## config.mk

```make
export PLATFORM = sky130hd
export DESIGN_NAME = hex_uart_rx
export DESIGN_NICKNAME = d
export VERILOG_FILES = /design/src/rtl/hex_uart_rx_pkg.sv /design/src/rtl/hex_uart_rx_byte.sv /design/src/rtl/hex_uart_rx.sv
export SDC_FILE = /design/constraint.sdc
export NUM_CORES = 1
export LEC_CHECK = 0
export ABC_AREA = 1
export BUFFER_PORTS_ARGS = -buffer_cell sky130_fd_sc_hd__clkbuf_2
export CORE_ASPECT_RATIO = 0.75
export CORE_MARGIN = 1.5
export CORE_UTILIZATION = 45
export CTS_BUF_LIST = sky130_fd_sc_hd__clkbuf_4 sky130_fd_sc_hd__clkbuf_8
export DETAILED_ROUTE_END_ITERATION = 10
export PLACE_DENSITY = 0.74
export SKIP_LAST_GASP = 1
export SLEW_MARGIN = 30
export SYNTH_ARGS = -nofsm -noshare
export SYNTH_HDL_FRONTEND = slang
export SYNTH_HIERARCHICAL = 1
export SYNTH_SLANG_ARGS = --single-unit
```

## constraint.sdc

```tcl
create_clock -name CLK -period 1.71 [get_ports CLK]
set_clock_uncertainty 0.15 [all_clocks]
set_input_delay 0.0855 -clock CLK [delete_from_list [all_inputs] [get_ports CLK]]
set_output_delay 0.0855 -clock CLK [all_outputs]
set_load 0.05 [all_outputs]
```

## src/rtl/hex_uart_rx_pkg.sv

```systemverilog
// Shared constants and helpers for the host debug link hex receiver:
// serial bit period, ASCII character codes and the hex-digit decoder.
package hex_uart_rx_pkg;

   // UART bit period in CLK cycles (shared with the hex transmitter)
   localparam int SERIAL_WCNT = 32'd868;

   // ASCII codes used by the hex protocol
   localparam logic [7:0] ASC_SP    = 8'h20;
   localparam logic [7:0] ASC_CR    = 8'h0D;
   localparam logic [7:0] ASC_LF    = 8'h0A;
   localparam logic [7:0] ASC_0     = 8'h30;
   localparam logic [7:0] ASC_9     = 8'h39;
   localparam logic [7:0] ASC_LOW_A = 8'h61;
   localparam logic [7:0] ASC_LOW_F = 8'h66;
   localparam logic [7:0] ASC_UP_A  = 8'h41;
   localparam logic [7:0] ASC_UP_F  = 8'h46;

   // Byte receiver states
   typedef enum logic [2:0] {
      ST_IDLE  = 3'd0,
      ST_START = 3'd1,
      ST_BITS  = 3'd2,
      ST_STOP  = 3'd3,
      ST_FLUSH = 3'd4
   } rx_state_e;

   // Classification of one received character
   typedef struct packed {
      logic       is_digit;
      logic       is_term;
      logic [3:0] nibble;
   } hex_char_t;

   // Classify a character as hex digit, word terminator or neither
   function automatic hex_char_t hex_decode(input logic [7:0] c);
      hex_char_t r;
      r.is_digit = 1'b0;
      r.is_term  = 1'b0;
      r.nibble   = 4'h0;
      if ((c >= ASC_0) && (c <= ASC_9)) begin
         r.is_digit = 1'b1;
         r.nibble   = 4'(c - ASC_0);
      end else if ((c >= ASC_LOW_A) && (c <= ASC_LOW_F)) begin
         r.is_digit = 1'b1;
         r.nibble   = 4'(c - 8'h57);
      end else if ((c >= ASC_UP_A) && (c <= ASC_UP_F)) begin
         r.is_digit = 1'b1;
         r.nibble   = 4'(c - 8'h37);
      end else if ((c == ASC_SP) || (c == ASC_CR) || (c == ASC_LF)) begin
         r.is_term  = 1'b1;
      end else begin
         r.is_digit = 1'b0;
      end
      return r;
   endfunction

endpackage

```

## src/rtl/hex_uart_rx_byte.sv

```systemverilog
// 8N1 UART byte receiver: two-flop input synchronizer plus byte FSM.
// Delivers the received byte with a one-cycle strobe, or a one-cycle
// frame error when the stop bit is sampled low.
module hex_uart_rx_byte
   import hex_uart_rx_pkg::*;
#(
   parameter int WCNT = SERIAL_WCNT
) (
   input  logic       CLK,
   input  logic       RST,
   input  logic       rxd,
   output logic [7:0] rx_byte,
   output logic       byte_stb,
   output logic       frame_err
);

   localparam int WW = $clog2(WCNT);
   // Last count of the half bit in START and of a full bit elsewhere
   localparam logic [WW-1:0] HALF_LAST = WW'(WCNT / 2 - 1);
   localparam logic [WW-1:0] FULL_LAST = WW'(WCNT - 1);

   logic            rx_meta_r;
   logic            rxs_r;
   rx_state_e       state_r,  state_s;
   logic [WW-1:0]   wcnt_r,   wcnt_s;
   logic [2:0]      bitcnt_r, bitcnt_s;
   logic [7:0]      sreg_r,   sreg_s;
   logic            stb_r,    stb_s;
   logic            ferr_r,   ferr_s;

   // Bring the asynchronous line into the CLK domain (idle level is high)
   always_ff @(posedge CLK) begin
      if (RST) begin
         rx_meta_r <= 1'b1;
         rxs_r     <= 1'b1;
      end else begin
         rx_meta_r <= rxd;
         rxs_r     <= rx_meta_r;
      end
   end

   // Byte FSM state and datapath registers
   always_ff @(posedge CLK) begin
      if (RST) begin
         state_r  <= ST_IDLE;
         wcnt_r   <= '0;
         bitcnt_r <= 3'd0;
         sreg_r   <= 8'h00;
         stb_r    <= 1'b0;
         ferr_r   <= 1'b0;
      end else begin
         state_r  <= state_s;
         wcnt_r   <= wcnt_s;
         bitcnt_r <= bitcnt_s;
         sreg_r   <= sreg_s;
         stb_r    <= stb_s;
         ferr_r   <= ferr_s;
      end
   end

   // Next-state logic: mid-bit sampling of start, data and stop bits
   always_comb begin
      state_s  = state_r;
      wcnt_s   = wcnt_r;
      bitcnt_s = bitcnt_r;
      sreg_s   = sreg_r;
      stb_s    = 1'b0;
      ferr_s   = 1'b0;
      case (state_r)
         ST_IDLE: begin
            wcnt_s   = '0;
            bitcnt_s = 3'd0;
            if (!rxs_r) begin
               state_s = ST_START;
            end else begin
               state_s = ST_IDLE;
            end
         end
         ST_START: begin
            if (wcnt_r == HALF_LAST) begin
               wcnt_s = '0;
               // A start bit that is already gone is a glitch, not a frame
               if (rxs_r) begin
                  state_s = ST_IDLE;
               end else begin
                  state_s = ST_BITS;
               end
            end else begin
               wcnt_s = wcnt_r + WW'(1'b1);
            end
         end
         ST_BITS: begin
            if (wcnt_r == FULL_LAST) begin
               wcnt_s   = '0;
               sreg_s   = {rxs_r, sreg_r[7:1]};
               bitcnt_s = bitcnt_r + 3'd1;
               if (bitcnt_r == 3'd7) begin
                  state_s = ST_STOP;
               end else begin
                  state_s = ST_BITS;
               end
            end else begin
               wcnt_s = wcnt_r + WW'(1'b1);
            end
         end
         ST_STOP: begin
            if (wcnt_r == FULL_LAST) begin
               wcnt_s = '0;
               if (rxs_r) begin
                  stb_s   = 1'b1;
                  state_s = ST_IDLE;
               end else begin
                  ferr_s  = 1'b1;
                  state_s = ST_FLUSH;
               end
            end else begin
               wcnt_s = wcnt_r + WW'(1'b1);
            end
         end
         ST_FLUSH: begin
            // Wait out a broken frame until the line returns to idle
            if (rxs_r) begin
               state_s = ST_IDLE;
            end else begin
               state_s = ST_FLUSH;
            end
         end
         default: begin
            state_s = ST_IDLE;
         end
      endcase
   end

   assign rx_byte   = sreg_r;
   assign byte_stb  = stb_r;
   assign frame_err = ferr_r;

endmodule

```

## src/rtl/hex_uart_rx.sv

```systemverilog
// Host debug link input: receives ASCII hex digits over UART, assembles
// them into a DIGIT-nibble word and publishes it on a whitespace
// terminator with a one-cycle VALID pulse. ERR flags bad frames/chars.
module hex_uart_rx
   import hex_uart_rx_pkg::*;
#(
   parameter int DIGIT = 8,
   parameter int WCNT  = SERIAL_WCNT
) (
   input  logic               CLK,
   input  logic               RST,
   input  logic               RXD,
   output logic [DIGIT*4-1:0] DATA,
   output logic               VALID,
   output logic               ERR
);

   localparam int NDW = $clog2(DIGIT + 1);

   logic [7:0]         rx_byte_s;
   logic               byte_stb_s;
   logic               frame_err_s;
   hex_char_t          dec_s;
   logic [DIGIT*4+3:0] shift_s;

   logic [DIGIT*4-1:0] acc_r,   acc_s;
   logic [NDW-1:0]     ndig_r,  ndig_s;
   logic [DIGIT*4-1:0] data_r,  data_s;
   logic               valid_r, valid_s;
   logic               err_r,   err_s;

   hex_uart_rx_byte #(
      .WCNT (WCNT)
   ) u_byte (
      .CLK       (CLK),
      .RST       (RST),
      .rxd       (RXD),
      .rx_byte   (rx_byte_s),
      .byte_stb  (byte_stb_s),
      .frame_err (frame_err_s)
   );

   // Accumulator, digit count and published outputs
   always_ff @(posedge CLK) begin
      if (RST) begin
         acc_r   <= '0;
         ndig_r  <= '0;
         data_r  <= '0;
         valid_r <= 1'b0;
         err_r   <= 1'b0;
      end else begin
         acc_r   <= acc_s;
         ndig_r  <= ndig_s;
         data_r  <= data_s;
         valid_r <= valid_s;
         err_r   <= err_s;
      end
   end

   // Character handling: shift digits in, publish on terminator, flag junk
   always_comb begin
      dec_s   = hex_decode(rx_byte_s);
      // Oldest nibble falls off the top once more than DIGIT digits arrive
      shift_s = {acc_r, dec_s.nibble};
      acc_s   = acc_r;
      ndig_s  = ndig_r;
      data_s  = data_r;
      valid_s = 1'b0;
      err_s   = 1'b0;
      if (frame_err_s) begin
         err_s  = 1'b1;
         acc_s  = '0;
         ndig_s = '0;
      end else if (byte_stb_s) begin
         if (dec_s.is_digit) begin
            acc_s = shift_s[DIGIT*4-1:0];
            if (ndig_r < NDW'(DIGIT)) begin
               ndig_s = ndig_r + NDW'(1'b1);
            end else begin
               ndig_s = ndig_r;
            end
         end else if (dec_s.is_term) begin
            // Terminators with no pending digits are just spacing
            if (ndig_r != '0) begin
               data_s  = acc_r;
               valid_s = 1'b1;
               acc_s   = '0;
               ndig_s  = '0;
            end else begin
               valid_s = 1'b0;
            end
         end else begin
            err_s  = 1'b1;
            acc_s  = '0;
            ndig_s = '0;
         end
      end else begin
         valid_s = 1'b0;
      end
   end

   assign DATA  = data_r;
   assign VALID = valid_r;
   assign ERR   = err_r;

endmodule

```

==> impl_summary.log <==
INFO  metric run_status = complete, but fails checks
INFO  metric violations_in_the_final_reports = setup timing
INFO  metric fin_ws = -0.164 ns
INFO  metric fp.dieArea = 10500 sq um
INFO  metric clock_insertion_delay_worst_skew = 0.37 ns
INFO  metric num_io_pins = 37
INFO  metric grt.total_usage = 21.6%
INFO  metric placement_rows = 31
INFO  metric floorplan.initialDensity = 46.2%
INFO  metric synth.most_common_cell = sky130_fd_sc_hd__nand2_1
INFO  metric synth_area_leader_cell = sky130_fd_sc_hd__dfxtp_1
INFO  metric htree_levels = 3
INFO  metric hpwl_after_detailed_placement = 6670 um
INFO  metric crit-reg2reg-capture = acc_r[29]$_SDFFE_PP0P_
INFO  metric grt_overflow = 0
INFO  metric regToRegSetupSlack = -0.16 ns
INFO  metric post_synth_main_area_contributors = sky130_fd_sc_hd__dfxtp_1, sky130_fd_sc_hd__nand2_1, sky130_fd_sc_hd__a21oi_1
INFO  metric layout_cell_share_with_drive_strength_beyond_1 = 31.3%
INFO  metric count_of_tritonroute_iterations_in_the_first_routing_pass = 7
INFO  metric setup-tns-final = -3.10 ns
INFO  metric design.final.nets = 664
INFO  metric worstHoldPathType = in -> reg
INFO  metric r2r.worst_path.cells = 9
INFO  metric design.core.area = 9660 sq um
INFO  metric cts_tree = done
INFO  metric die-width = 118 um
INFO  metric n_antenna_cell = 0
INFO  metric unrepaired_setup_endpoints_after_global_routing = true
INFO  metric yosys_most_used_dff = sky130_fd_sc_hd__dfxtp_1
INFO  metric chipHeight = 89.3 um
INFO  metric worst_hold_startpoint = RXD
INFO  metric wire_per_inst = 15.3 um
INFO  metric power.leakage = 2.16 nW
INFO  metric timing.final.crit_period = 1.87 ns
INFO  metric critical_path_required = 1.86 ns
INFO  metric timing_worst_slew_pin_value = 0.444 ns
INFO  metric worstSetupEndpointType = register
INFO  metric fmax = 534 MHz
INFO  metric grt_start_max_net_pins = 33
INFO  metric synth.lib_cells_used.distinct = 37
INFO  metric dr.first_iter.drc_count = 384
INFO  metric port_buffers = 36
INFO  metric route.antenna.remaining_nets = 0
INFO  metric synth.cell_area = 4470 sq um
INFO  metric areaGrowthSynthToFinish = 28.0%
INFO  metric arrival_time_reported_for_the_critical_path_endpoint = 2.02 ns
INFO  metric average_cell_area_after_synthesis = 7.65 sq um
INFO  metric cap_violations = 0
INFO  metric synth.yosys.warnings = 6
INFO  metric detail_route.wirelength = 12100 um
INFO  metric place.gp.congestion = 0.846
INFO  metric antenna_found_initial = 0
INFO  metric timing.final.crit_share = 110%
INFO  metric finalSetupViolations = 56
INFO  metric endpoint_of_the_worst_hold_timing_path = u_byte/rx_meta_r$_SDFF_PP1_
INFO  metric cp-start-kind = register
INFO  metric first_pass_grt_wire_length = 18200 um
INFO  metric clock_tree.root_cell = sky130_fd_sc_hd__clkbuf_8
INFO  metric seq_area_frac_synth = 43.9%
INFO  metric route.detailed.drc = 0
INFO  metric dr_total_vias = 4224
INFO  metric post-synth-top-area-fraction = 43.9%
INFO  metric ys_ff_latch = 98
INFO  metric crit_type = reg -> reg
INFO  metric max_slew_vio_count = 0
INFO  metric syn-instance-count = 584
INFO  metric final_hold_vio_count = 0
INFO  metric syn_nets = 597
INFO  metric clock_pin_slew_of_the_registers_on_the_worst_case_setup_and_hold_paths = 0.10 ns
INFO  metric routed_via_density = 5.36
INFO  metric number_of_stages_on_the_worst_hold_path = 3
INFO  metric finalCoreUtilization = 59.2%
INFO  metric grt_pass1_vias = 3805
INFO  metric rr_startpoint = ndig_r[0]$_SDFFE_PP0P_
INFO  metric numCtsBuffers = 9
INFO  metric synth_edf_count = 0
INFO  metric worst_slew_margin_rel = 70.4%
INFO  metric p_per_area = 710 nW/um^2
INFO  metric asr_flop_ratio_synth = 0%
INFO  metric yosys-top-cells-count = sky130_fd_sc_hd__nand2_1, sky130_fd_sc_hd__dfxtp_1, sky130_fd_sc_hd__a21oi_1
INFO  metric cts_sinks = 98
INFO  metric power.ir.vdd_worst = 434 uV
INFO  metric clock_tree.buffer_depth = 2
INFO  metric critical_path.max_fanout = 16
placed cells by master (no fill, tap or decap), types with 12 or more instances in the layout:
cell / count
sky130_fd_sc_hd__nand3_2: 12
sky130_fd_sc_hd__nand2_2: 20
sky130_fd_sc_hd__a21oi_1: 60
sky130_fd_sc_hd__a21oi_2: 20
sky130_fd_sc_hd__buf_4: 25
sky130_fd_sc_hd__nor2_1: 46
sky130_fd_sc_hd__dfxtp_1: 91
sky130_fd_sc_hd__nand3_1: 54
sky130_fd_sc_hd__clkbuf_2: 36
sky130_fd_sc_hd__nand2_1: 111
sky130_fd_sc_hd__inv_1: 46
sky130_fd_sc_hd__o21ai_0: 12
metrics by stage:
stage                     cell area, sq um  worst slack, ns  instances  hold slack (ns)  power (mW)
after global placement                4830          -0.0864        748            0.121        2.60
after detailed placement              4830           -0.142        748            0.123        2.61
after floorplan                       4470           0.0108        584           0.0393        2.55
after global routing                  5720           -0.198        788            0.278        4.21
final                                 5720           -0.164        788            0.273        4.06
after CTS                             5430          -0.0436        783            0.266        4.07
metal layers:
metal	vias to the layer above	wire (um)	GRT usage [%]	part of all wire [%]
met5	-	0	0	0
met1	1997	5030	28.0	42
met2	168	5920	37.4	49
met4	0	302	6.98	2.5
li1	2031	-	-	-
met3	28	831	3.89	6.9
area by class of cell:
cell class                 count  area (sq um)
clock inverter                 7          68.8
inverter                      57           229
sequential                    98          1980
multi-input combinational    403          2410
clock buffer                   9           124
fill                         779          3940
timing repair buffer          82           742
tap                          132           165
power by group:
part	switching [mW]	internal [mW]	total, mW
sequential	0.0281	2.30	2.33
clock	0.921	0.572	1.49
combinational	0.160	0.0768	0.236
flip-flops by register name, summed over array words and instances (netlist names):
register	count
u_byte/bitcnt_r	3
u_byte/state_r	3
u_byte/rxs_r	1
VALID	1
acc_r	32
u_byte/byte_stb	1
u_byte/wcnt_r	10
u_byte/frame_err	1
u_byte/rx_meta_r	1
ndig_r	4
u_byte/rx_byte	8
ERR	1
DATA	32
worst max-delay path, stage by stage (launching register included):
cell and delay [ns]:
sky130_fd_sc_hd__dfxtp_2 0.34, sky130_fd_sc_hd__inv_2 0.07, sky130_fd_sc_hd__ha_4 0.13, sky130_fd_sc_hd__nor3b_4 0.29
sky130_fd_sc_hd__buf_4 0.18, sky130_fd_sc_hd__nand3_4 0.11, sky130_fd_sc_hd__nand2_8 0.14, sky130_fd_sc_hd__buf_12 0.15
sky130_fd_sc_hd__nand2_1 0.07, sky130_fd_sc_hd__a21oi_2 0.17
logic make-up after synthesis:
group	count (synthesis)	share of synthesized area, %
AO/OA/AOI/OAI	107	12.7
adder cells (fa/ha/maj)	10	2.80
AND/OR/NAND/NOR	280	30.2
XOR/XNOR	2	0.392
buffers and inverters	87	10.0
flip-flops	98	43.9
timing repair:
item / in CTS / in global routing
hold endpoints to repair: 5 / 0
buffers inserted: 11 / 3
endpoints found under the setup margin: 67 / 83
pin swaps: 9 / 33
gates resized for setup: 40 / 67
cloned: 6 / 2
hold buffers: 2 / 0
worst max path at each step:
stage	startpoint	to
after floorplan	ndig_r[0]$_SDFFE_PP0P_	DATA[0]$_SDFFE_PP0P_
after global placement	u_byte/rx_byte[0]$_SDFFE_PP0P_	DATA[25]$_SDFFE_PP0P_
after detailed placement	u_byte/rx_byte[0]$_SDFFE_PP0P_	DATA[15]$_SDFFE_PP0P_
after CTS	u_byte/rx_byte[1]$_SDFFE_PP0P_	ERR$_SDFF_PP0_
after global routing	ndig_r[0]$_SDFFE_PP0P_	acc_r[29]$_SDFFE_PP0P_
final	ndig_r[0]$_SDFFE_PP0P_	acc_r[29]$_SDFFE_PP0P_
Note: power is estimated with default switching activity, not from simulation.
